<file path="config.mk">
export PLATFORM = sky130hd
export DESIGN_NAME = aoi_stream_fifo
export DESIGN_NICKNAME = d
export VERILOG_FILES = /design/src/rtl/aoi_stream_fifo.sv
export SDC_FILE = /design/constraint.sdc
export NUM_CORES = 1
export LEC_CHECK = 0
export BUFFER_PORTS_ARGS = -buffer_cell sky130_fd_sc_hd__buf_4
export CAP_MARGIN = 15
export CORE_MARGIN = 8
export CORE_UTILIZATION = 58
export CTS_BUF_LIST = sky130_fd_sc_hd__clkbuf_8
export CTS_CLUSTER_SIZE = 10
export DETAILED_ROUTE_END_ITERATION = 12
export GPL_TIMING_DRIVEN = 0
export PLACE_DENSITY_LB_ADDON = 0.15
export SYNTH_ARGS = -nofsm -noshare
export SYNTH_HDL_FRONTEND = slang
export SYNTH_SLANG_ARGS = --single-unit
</file>
<file path="constraint.sdc">
create_clock -name clk -period 3 [get_ports clk]
set_clock_uncertainty 0.15 [all_clocks]
set_input_delay 0.45 -clock clk [delete_from_list [all_inputs] [get_ports clk]]
set_output_delay 0.45 -clock clk [all_outputs]
set_load 0.01 [all_outputs]
</file>
<file path="src/rtl/aoi_stream_fifo.sv">
// -----------------------------------------------------------------------------
// aoi_stream_fifo
//
// Clocked, vector-wide successor to the three-input AOI logic cell. Every
// accepted operand triple {a, b, c} is evaluated once into
//   d = (a & b) | ~c
//   e = ~c
// and the {d, e} pair is buffered in a DEPTH-entry result FIFO. Both sides
// use valid/ready handshakes.
//
// Parameters:
//   WIDTH  operand/result vector width
//   DEPTH  result FIFO entries (power of two, >= 2)
//   CNT_W  width of the occupancy count output
//
// Ports:
//   clk           system clock, rising edge
//   rst_n         asynchronous active-low reset
//   in_valid      source presents a valid a/b/c triple
//   in_ready      block can accept a triple this cycle (depends on state only)
//   a, b, c       operand vectors
//   out_valid     FIFO head holds a result
//   out_ready     consumer takes the head this cycle
//   d, e          head result, forced to zero while the FIFO is empty
//   count         number of stored results, 0..DEPTH
//   overflow_err  sticky flag: in_valid seen while full, cleared by reset only
//   ones_total    (only with AOI_STATS_EN) saturating sum of popcount(d) over
//                 every popped result
//
// Optional feature macro: AOI_STATS_EN
// -----------------------------------------------------------------------------
module aoi_stream_fifo #(
  parameter int WIDTH = 8,
  parameter int DEPTH = 4,
  parameter int CNT_W = $clog2(DEPTH) + 1
) (
  input  logic             clk,
  input  logic             rst_n,
  input  logic             in_valid,
  output logic             in_ready,
  input  logic [WIDTH-1:0] a,
  input  logic [WIDTH-1:0] b,
  input  logic [WIDTH-1:0] c,
  output logic             out_valid,
  input  logic             out_ready,
  output logic [WIDTH-1:0] d,
  output logic [WIDTH-1:0] e,
  output logic [CNT_W-1:0] count,
  output logic             overflow_err
`ifdef AOI_STATS_EN
  ,
  output logic [31:0]      ones_total
`endif
);

  localparam int               PTR_W    = $clog2(DEPTH);
  localparam logic [CNT_W-1:0] FULL_CNT = CNT_W'(DEPTH);
  localparam logic [CNT_W-1:0] ZERO_CNT = {CNT_W{1'b0}};
  localparam logic [CNT_W-1:0] ONE_CNT  = CNT_W'(1);
  localparam logic [PTR_W-1:0] ONE_PTR  = PTR_W'(1);

  // AOI evaluation of one operand triple; result packed as {d, e}.
  function automatic logic [2*WIDTH-1:0] aoi_eval(
    input logic [WIDTH-1:0] av,
    input logic [WIDTH-1:0] bv,
    input logic [WIDTH-1:0] cv
  );
    return {(av & bv) | ~cv, ~cv};
  endfunction

  // State registers and their next-state values
  logic [PTR_W-1:0]   wr_ptr_q, wr_ptr_d;
  logic [PTR_W-1:0]   rd_ptr_q, rd_ptr_d;
  logic [CNT_W-1:0]   count_q,  count_d;
  logic               ovf_q,    ovf_d;
  logic [2*WIDTH-1:0] mem_q [DEPTH];

  // Handshake qualifiers
  logic               full_s;
  logic               empty_s;
  logic               push_s;
  logic               pop_s;
  logic [2*WIDTH-1:0] head_s;

  // count is the single source of truth for full/empty; pointers just wrap.
  assign full_s  = (count_q == FULL_CNT);
  assign empty_s = (count_q == ZERO_CNT);
  // A push is refused while full even if a pop frees a slot on the same edge,
  // which keeps in_ready free of any path from out_ready.
  assign push_s  = in_valid & ~full_s;
  assign pop_s   = ~empty_s & out_ready;
  assign head_s  = mem_q[rd_ptr_q];

  // Next-state computation for pointers, occupancy and the sticky error flag
  always_comb begin
    wr_ptr_d = wr_ptr_q;
    rd_ptr_d = rd_ptr_q;
    count_d  = count_q;
    ovf_d    = ovf_q;

    if (push_s) begin
      wr_ptr_d = wr_ptr_q + ONE_PTR;
    end else begin
      wr_ptr_d = wr_ptr_q;
    end

    if (pop_s) begin
      rd_ptr_d = rd_ptr_q + ONE_PTR;
    end else begin
      rd_ptr_d = rd_ptr_q;
    end

    case ({push_s, pop_s})
      2'b10:   count_d = count_q + ONE_CNT;
      2'b01:   count_d = count_q - ONE_CNT;
      default: count_d = count_q;
    endcase

    if (in_valid && full_s) begin
      ovf_d = 1'b1;
    end else begin
      ovf_d = ovf_q;
    end
  end

  // Control state register with asynchronous clear
  always_ff @(posedge clk or negedge rst_n) begin
    if (!rst_n) begin
      wr_ptr_q <= {PTR_W{1'b0}};
      rd_ptr_q <= {PTR_W{1'b0}};
      count_q  <= ZERO_CNT;
      ovf_q    <= 1'b0;
    end else begin
      wr_ptr_q <= wr_ptr_d;
      rd_ptr_q <= rd_ptr_d;
      count_q  <= count_d;
      ovf_q    <= ovf_d;
    end
  end

  // Result storage; contents are don't-care after reset because reads are
  // gated by count, so no reset is applied here.
  always_ff @(posedge clk) begin
    if (push_s) begin
      mem_q[wr_ptr_q] <= aoi_eval(a, b, c);
    end
  end

  // Status and head outputs derived from registered state only
  always_comb begin
    in_ready     = ~full_s;
    out_valid    = ~empty_s;
    count        = count_q;
    overflow_err = ovf_q;
    d            = {WIDTH{1'b0}};
    e            = {WIDTH{1'b0}};
    if (!empty_s) begin
      d = head_s[2*WIDTH-1:WIDTH];
      e = head_s[WIDTH-1:0];
    end else begin
      d = {WIDTH{1'b0}};
      e = {WIDTH{1'b0}};
    end
  end

`ifdef AOI_STATS_EN
  // Number of set bits in a result vector.
  function automatic logic [31:0] popcount(input logic [WIDTH-1:0] v);
    logic [31:0] n;
    n = 32'd0;
    for (int i = 0; i < WIDTH; i++) begin
      n = n + 32'(v[i]);
    end
    return n;
  endfunction

  logic [31:0] ones_q, ones_d;
  logic [32:0] ones_sum_s;

  // Saturating accumulation of popcount(d) on every pop
  always_comb begin
    ones_sum_s = {1'b0, ones_q} + {1'b0, popcount(d)};
    ones_d     = ones_q;
    if (pop_s) begin
      if (ones_sum_s[32]) begin
        ones_d = 32'hFFFF_FFFF;
      end else begin
        ones_d = ones_sum_s[31:0];
      end
    end else begin
      ones_d = ones_q;
    end
  end

  // Statistics register with asynchronous clear
  always_ff @(posedge clk or negedge rst_n) begin
    if (!rst_n) begin
      ones_q <= 32'd0;
    end else begin
      ones_q <= ones_d;
    end
  end

  assign ones_total = ones_q;
`endif

endmodule
</file>
# ---- Word level (Yosys, flattened, before mapping)
# Memory sizes are Yosys's and may differ from the RTL's.
# Cells that the tools add are included.
# Widths: inputs -> output; s select.
dict set report word_totals {
  word_cells 27
  memories 1
  inputBits 28
  ff_bits 8
  mem_bits_rw 64
}
# name words width read_ports rd_ports_with_merged_regs wr line_no
set mem_list {}
lappend mem_list {mem_q 4 16 1 0 1 76} ;# logic [2*WIDTH-1:0] mem_q [DEPTH];
dict set report op_classes {
  addsub 4
  n_reduce_logical 3
  n_mux 5
  bitwise_logic 7
  eq_ne 3
}
# operator n
set op_table {}
lappend op_table {{$mux 8} 2}
lappend op_table {{$and 8x8->8} 1}
lappend op_table {{$not 8->8} 1}
lappend op_table {{$or 8x8->8} 1}
lappend op_table {{$pmux 3 s2} 1}
lappend op_table {{$add 2x1->2 const B} 2}
lappend op_table {{$add 3x1->3 const B} 1}
lappend op_table {{$eq 3x3->1 const B} 1}
lappend op_table {{$logic_not 3->1} 1}
lappend op_table {{$sub 3x1->3 const B} 1}
lappend op_table {{$and 1x1->1} 2}
lappend op_table {{$eq 2x1->1 const B} 1}
lappend op_table {{$eq 2x2->1 const B} 1}
lappend op_table {{$mux 1} 2}
lappend op_table {{$not 1->1} 2}
lappend op_table {{$reduce_bool 2->1} 1}
lappend op_table {{$logic_and 1x1->1} 1}

# ---- Longest topological paths before layout
dict set report depth {
  ltp_word 5
  mapped_depth 9
}

# ---- Worst setup path after synthesis
# OpenSTA, ideal clock, no wires.
dict set report synth_path {
  path_type {register -> register}
  from {register count_q[0] (netlist: count[0])}
  to {register count_q[2] (netlist: count[2])}
  required_time_ns 2.771
  setup_time_ns 0.079
  arrival_ns 1.930
  path_stages_with_launch 10
  slack_ns 0.841
  synth_period_minus_slack_ns 2.159
  cell_sequence {dfrtp_1 > nor3b_1 > nor2b_1 > inv_1 > ha_1 > inv_1 > fa_1 > xor2_1 > nor2_1 > xor2_1}
}
dict set report synth_via {
  elab_chain_len 5
  word_cells_on_any_way 12
  cone_classes {add/sub: 2; eq/ne: 3; mux: 1; bitwise: 4; reduce/logical: 2}
}
# item line_no
set synth_lines {}
lappend synth_lines {{from (decl)} 74} ;# logic [CNT_W-1:0] count_q, count_d;
lappend synth_lines {{from (signal assigned)} 136} ;# count_q <= count_d;
lappend synth_lines {{$eq 3x3->1 or $logic_not 3->1 (tied branches)} {86, 87}}
lappend synth_lines {{$not 1->1 (on tied branches)} {90, 91}}
lappend synth_lines {{$and 1x1->1 (on tied branches)} {90, 91}}
lappend synth_lines {{$eq 2x1->1 or $eq 2x2->1 (tied branches)} 113} ;# case ({push_s, pop_s})
lappend synth_lines {{$pmux 3 s2 or $reduce_bool 2->1 (tied branches)} --}
# Parallel ways exist; a longest one is shown, timed or not.
# A chain may end at the register's enable or synchronous reset.

# ---- Worst setup path after layout
dict set report layout_path {
  from {register count_q[0] (netlist: count[0])}
  to {output d[6]}
}
dict set report layout_via {
  elab_chain_len 2
}
# item line_no
set layout_lines {}
lappend layout_lines {{$logic_not 3->1} 87} ;# assign empty_s = (count_q == ZERO_CNT);
lappend layout_lines {{$mux 8} 157} ;# if (!empty_s) begin
lappend layout_lines {{to (decl)} 46} ;# output logic [WIDTH-1:0] d,
# No other way between the ends.

==> results.toml <==
[pwr]
ir_drop_v = 0.0006364
p_sw_mw = 1.040
pwr-share-seq = 0.421
p_clk_frac = 0.175
combPwrFrac = 0.403
power.internal_mw = 2.343
swShare = 0.3075
leakage_nw = 1.415
power_density_nw_per_um2 = 936.6

[yosys]
async_reset_ff_frac = 0.1111
synth_top_flop_cell = "edfxtp_1"
synthTopCellsByCount = "64 x edfxtp_1, 21 x and2_1, 16 x nand2_1, 15 x inv_1"
ys_seq_elements = 72
yosys-top-cells-area = "edfxtp_1 64%, mux4_1 7.0%, dfrtp_1 6.7%"
synthCells = 166
synth-edff-count = 64
ys_seq_area_frac = 0.7067
yosysUniqueCellTypes = 23
synth_nets = 200
yosysMostFrequentCell = "edfxtp_1"
netlist.area_leader.share = 0.6400
synth_largest_area_cell = "edfxtp_1"
synth_area_um2 = 3003
syn_avg_cell_area_um2 = 18.09
yosys_warnings = 0

[place]
io_buffers = 49
place_area_um2 = 3458
dpl.cell_count = 285
hpwl_mm = 3.766
place_congestion = 0.7078

[sta]
tns_ns = 0
min_period_ns = 2.534
max_slew_margin = 0.3833
post-route-period-util = 0.8448
setup_viol = 0
slew_viol_final = 0
finalHoldViolCount = 0
max_freq_ghz = 0.3946
worstMarginPinSlew_ns = 0.9251
rsz0062_at_grt = "false"

[drt]
via_count = 1548
drc = 0
wl_per_cell_um = 18.26
wirelength_mm = 5.478
ant_nets = 0
drt_iter0_drc = 84
drt_first_pass_iters = 4
vias_per_cell = 5.160

[critical_path]
critPathLaunchType = "flip-flop"
endpoint_kind = "primary output"
critPathKind = "reg2out"
worst_ep_required_time_ns = 2.40
reg2reg_depth = 9
r2r_setup_slack_ns = 0.60
r2r_end = "count[2]$_DFFE_PN0P_"
r2r_start = "count[0]$_DFFE_PN0P_"
crit_start = "count[0]$_DFFE_PN0P_"
worstPathMaxFanout = 10
crit_arrival_ns = 1.93

[floorplanning]
start_util = 0.5955
die_height_um = 87.96
coreArea_um2 = 5042
rows = 26
die_w_um = 87.96
pin_count = 50
dieArea_um2 = 7736

[final_layout]
nFillCells = 331
final_cell_count_no_fill = 300
area_delta_synth_final_pct = 20.29
drive_above_1_share = 0.3174
diodes = 0
final_net_count = 261
fin_area_um2 = 3612

[job]
cap_viol_max_count = 0

[global_routing]
antenna_found_initial = 0
overflow = 0
grt_max_degree = 17
grt_pass1_wl_mm = 8.769
grt_pass1_vias = 1731
grt_use_total = 0.1577

[cts]
cts_resized = 0
cts_buffer_depth = 2
tritoncts = "done"
clkTransAtPathRegs_ns = 0.07
root_buffer = "clkbuf_8"
cts_hold_buffers = 1
clock_latency_ns = 0.33
cts_max_level = 3
clkSinkCount = 72
cts_buffers = 9
post_cts_buffers = 0

[min_path]
hold_path_class = "in2reg"
whs_path_depth = 2
whs_endpoint = "overflow_err$_DFFE_PN0P_"
min_from = "in_valid"

[status]
status = "completed"
## how the worst max path moves through the flow
stage / endpoint / slack (ns)
6_report: d[6] / 0.47
5_1_grt: d[6] / 0.37
3_5_place_dp: count[2]$_DFFE_PN0P_ / 0.63
3_3_place_gp: count[2]$_DFFE_PN0P_ / 0.75
4_1_cts: d[6] / 0.43
2_1_floorplan: count[2]$_DFFE_PN0P_ / 0.84
## kinds of logic after synthesis
logic type,synth area share
flip-flops,0.7067
AND/OR/NAND/NOR,0.07334
buffers and inverters,0.03541
multiplexers,0.1371
XOR/XNOR,0.01750
adder cells (fa/ha/maj),0.02750
AO/OA/AOI/OAI,0.002501
## registers in the layout, indices dropped and copies added (netlist names)
| name | count |
|---|---|
| wr_ptr_q | 2 |
| mem_q | 64 |
| count | 3 |
| rd_ptr_q | 2 |
| overflow_err | 1 |
## worst max-delay path, stage by stage, from the launching register on
cell and delay (ns):
dfrtp_1 0.43, or3_1 0.37, buf_2 0.19, clkbuf_1 0.25
and2_1 0.22, buf_4 0.14
## cell usage in the layout, fill, tap and decap left out, types with 5 or more instances in the layout
cell type	count
inv_1	18
dfrtp_1	8
and2_1	21
buf_4	49
nand2_1	16
ha_1	5
mux4_1	8
clkbuf_8	9
mux4_2	8
edfxtp_1	64
## through the flow
stage          setup WS (ns)  utilization  total power, mW  hold slack (ns)
2_1_floorplan         0.8407            -            2.271         0.004409
5_1_grt               0.3703       0.7164            3.586           0.1705
4_1_cts               0.4346       0.7164            3.431           0.1681
3_5_place_dp          0.6318       0.6859            2.847           0.1240
6_report              0.4656       0.7164            3.383           0.1783
3_3_place_gp          0.7488       0.6859            2.781           0.1204
## power by group through the flow
stage | Combinational, mW | Clock, mW | Sequential (mW)
6_report | 1.37 | 0.592 | 1.43
5_1_grt | 1.49 | 0.649 | 1.45
4_1_cts | 1.40 | 0.597 | 1.43
3_5_place_dp | 1.40 | 0 | 1.45
3_3_place_gp | 1.35 | 0 | 1.43
2_1_floorplan | 0.839 | 0 | 1.43
## metal layers
metal | global-route usage | up-vias | routed length, um
met5 | 0 | - | 0
met4 | 0.07500 | 0 | 82
met3 | 0.03659 | 7 | 256
met2 | 0.2702 | 34 | 2958
met1 | 0.1823 | 773 | 2181
li1 | - | 734 | -
## area by class of cell
class / count / area (um2) / share of cell area
Buffer: 6 / 50.05 / 0.01386
Sequential cell: 72 / 2122 / 0.5875
Clock inverter: 5 / 20.02 / 0.005542
Inverter: 15 / 56.30 / 0.01559
Clock buffer: 9 / 123.9 / 0.03429
Multi-Input combinational cell: 73 / 774.5 / 0.2144
Tap cell: 70 / 87.58 / 0.02425
Timing Repair Buffer: 50 / 377.9 / 0.1046
Note: power is estimated with default switching activity, not from simulation.
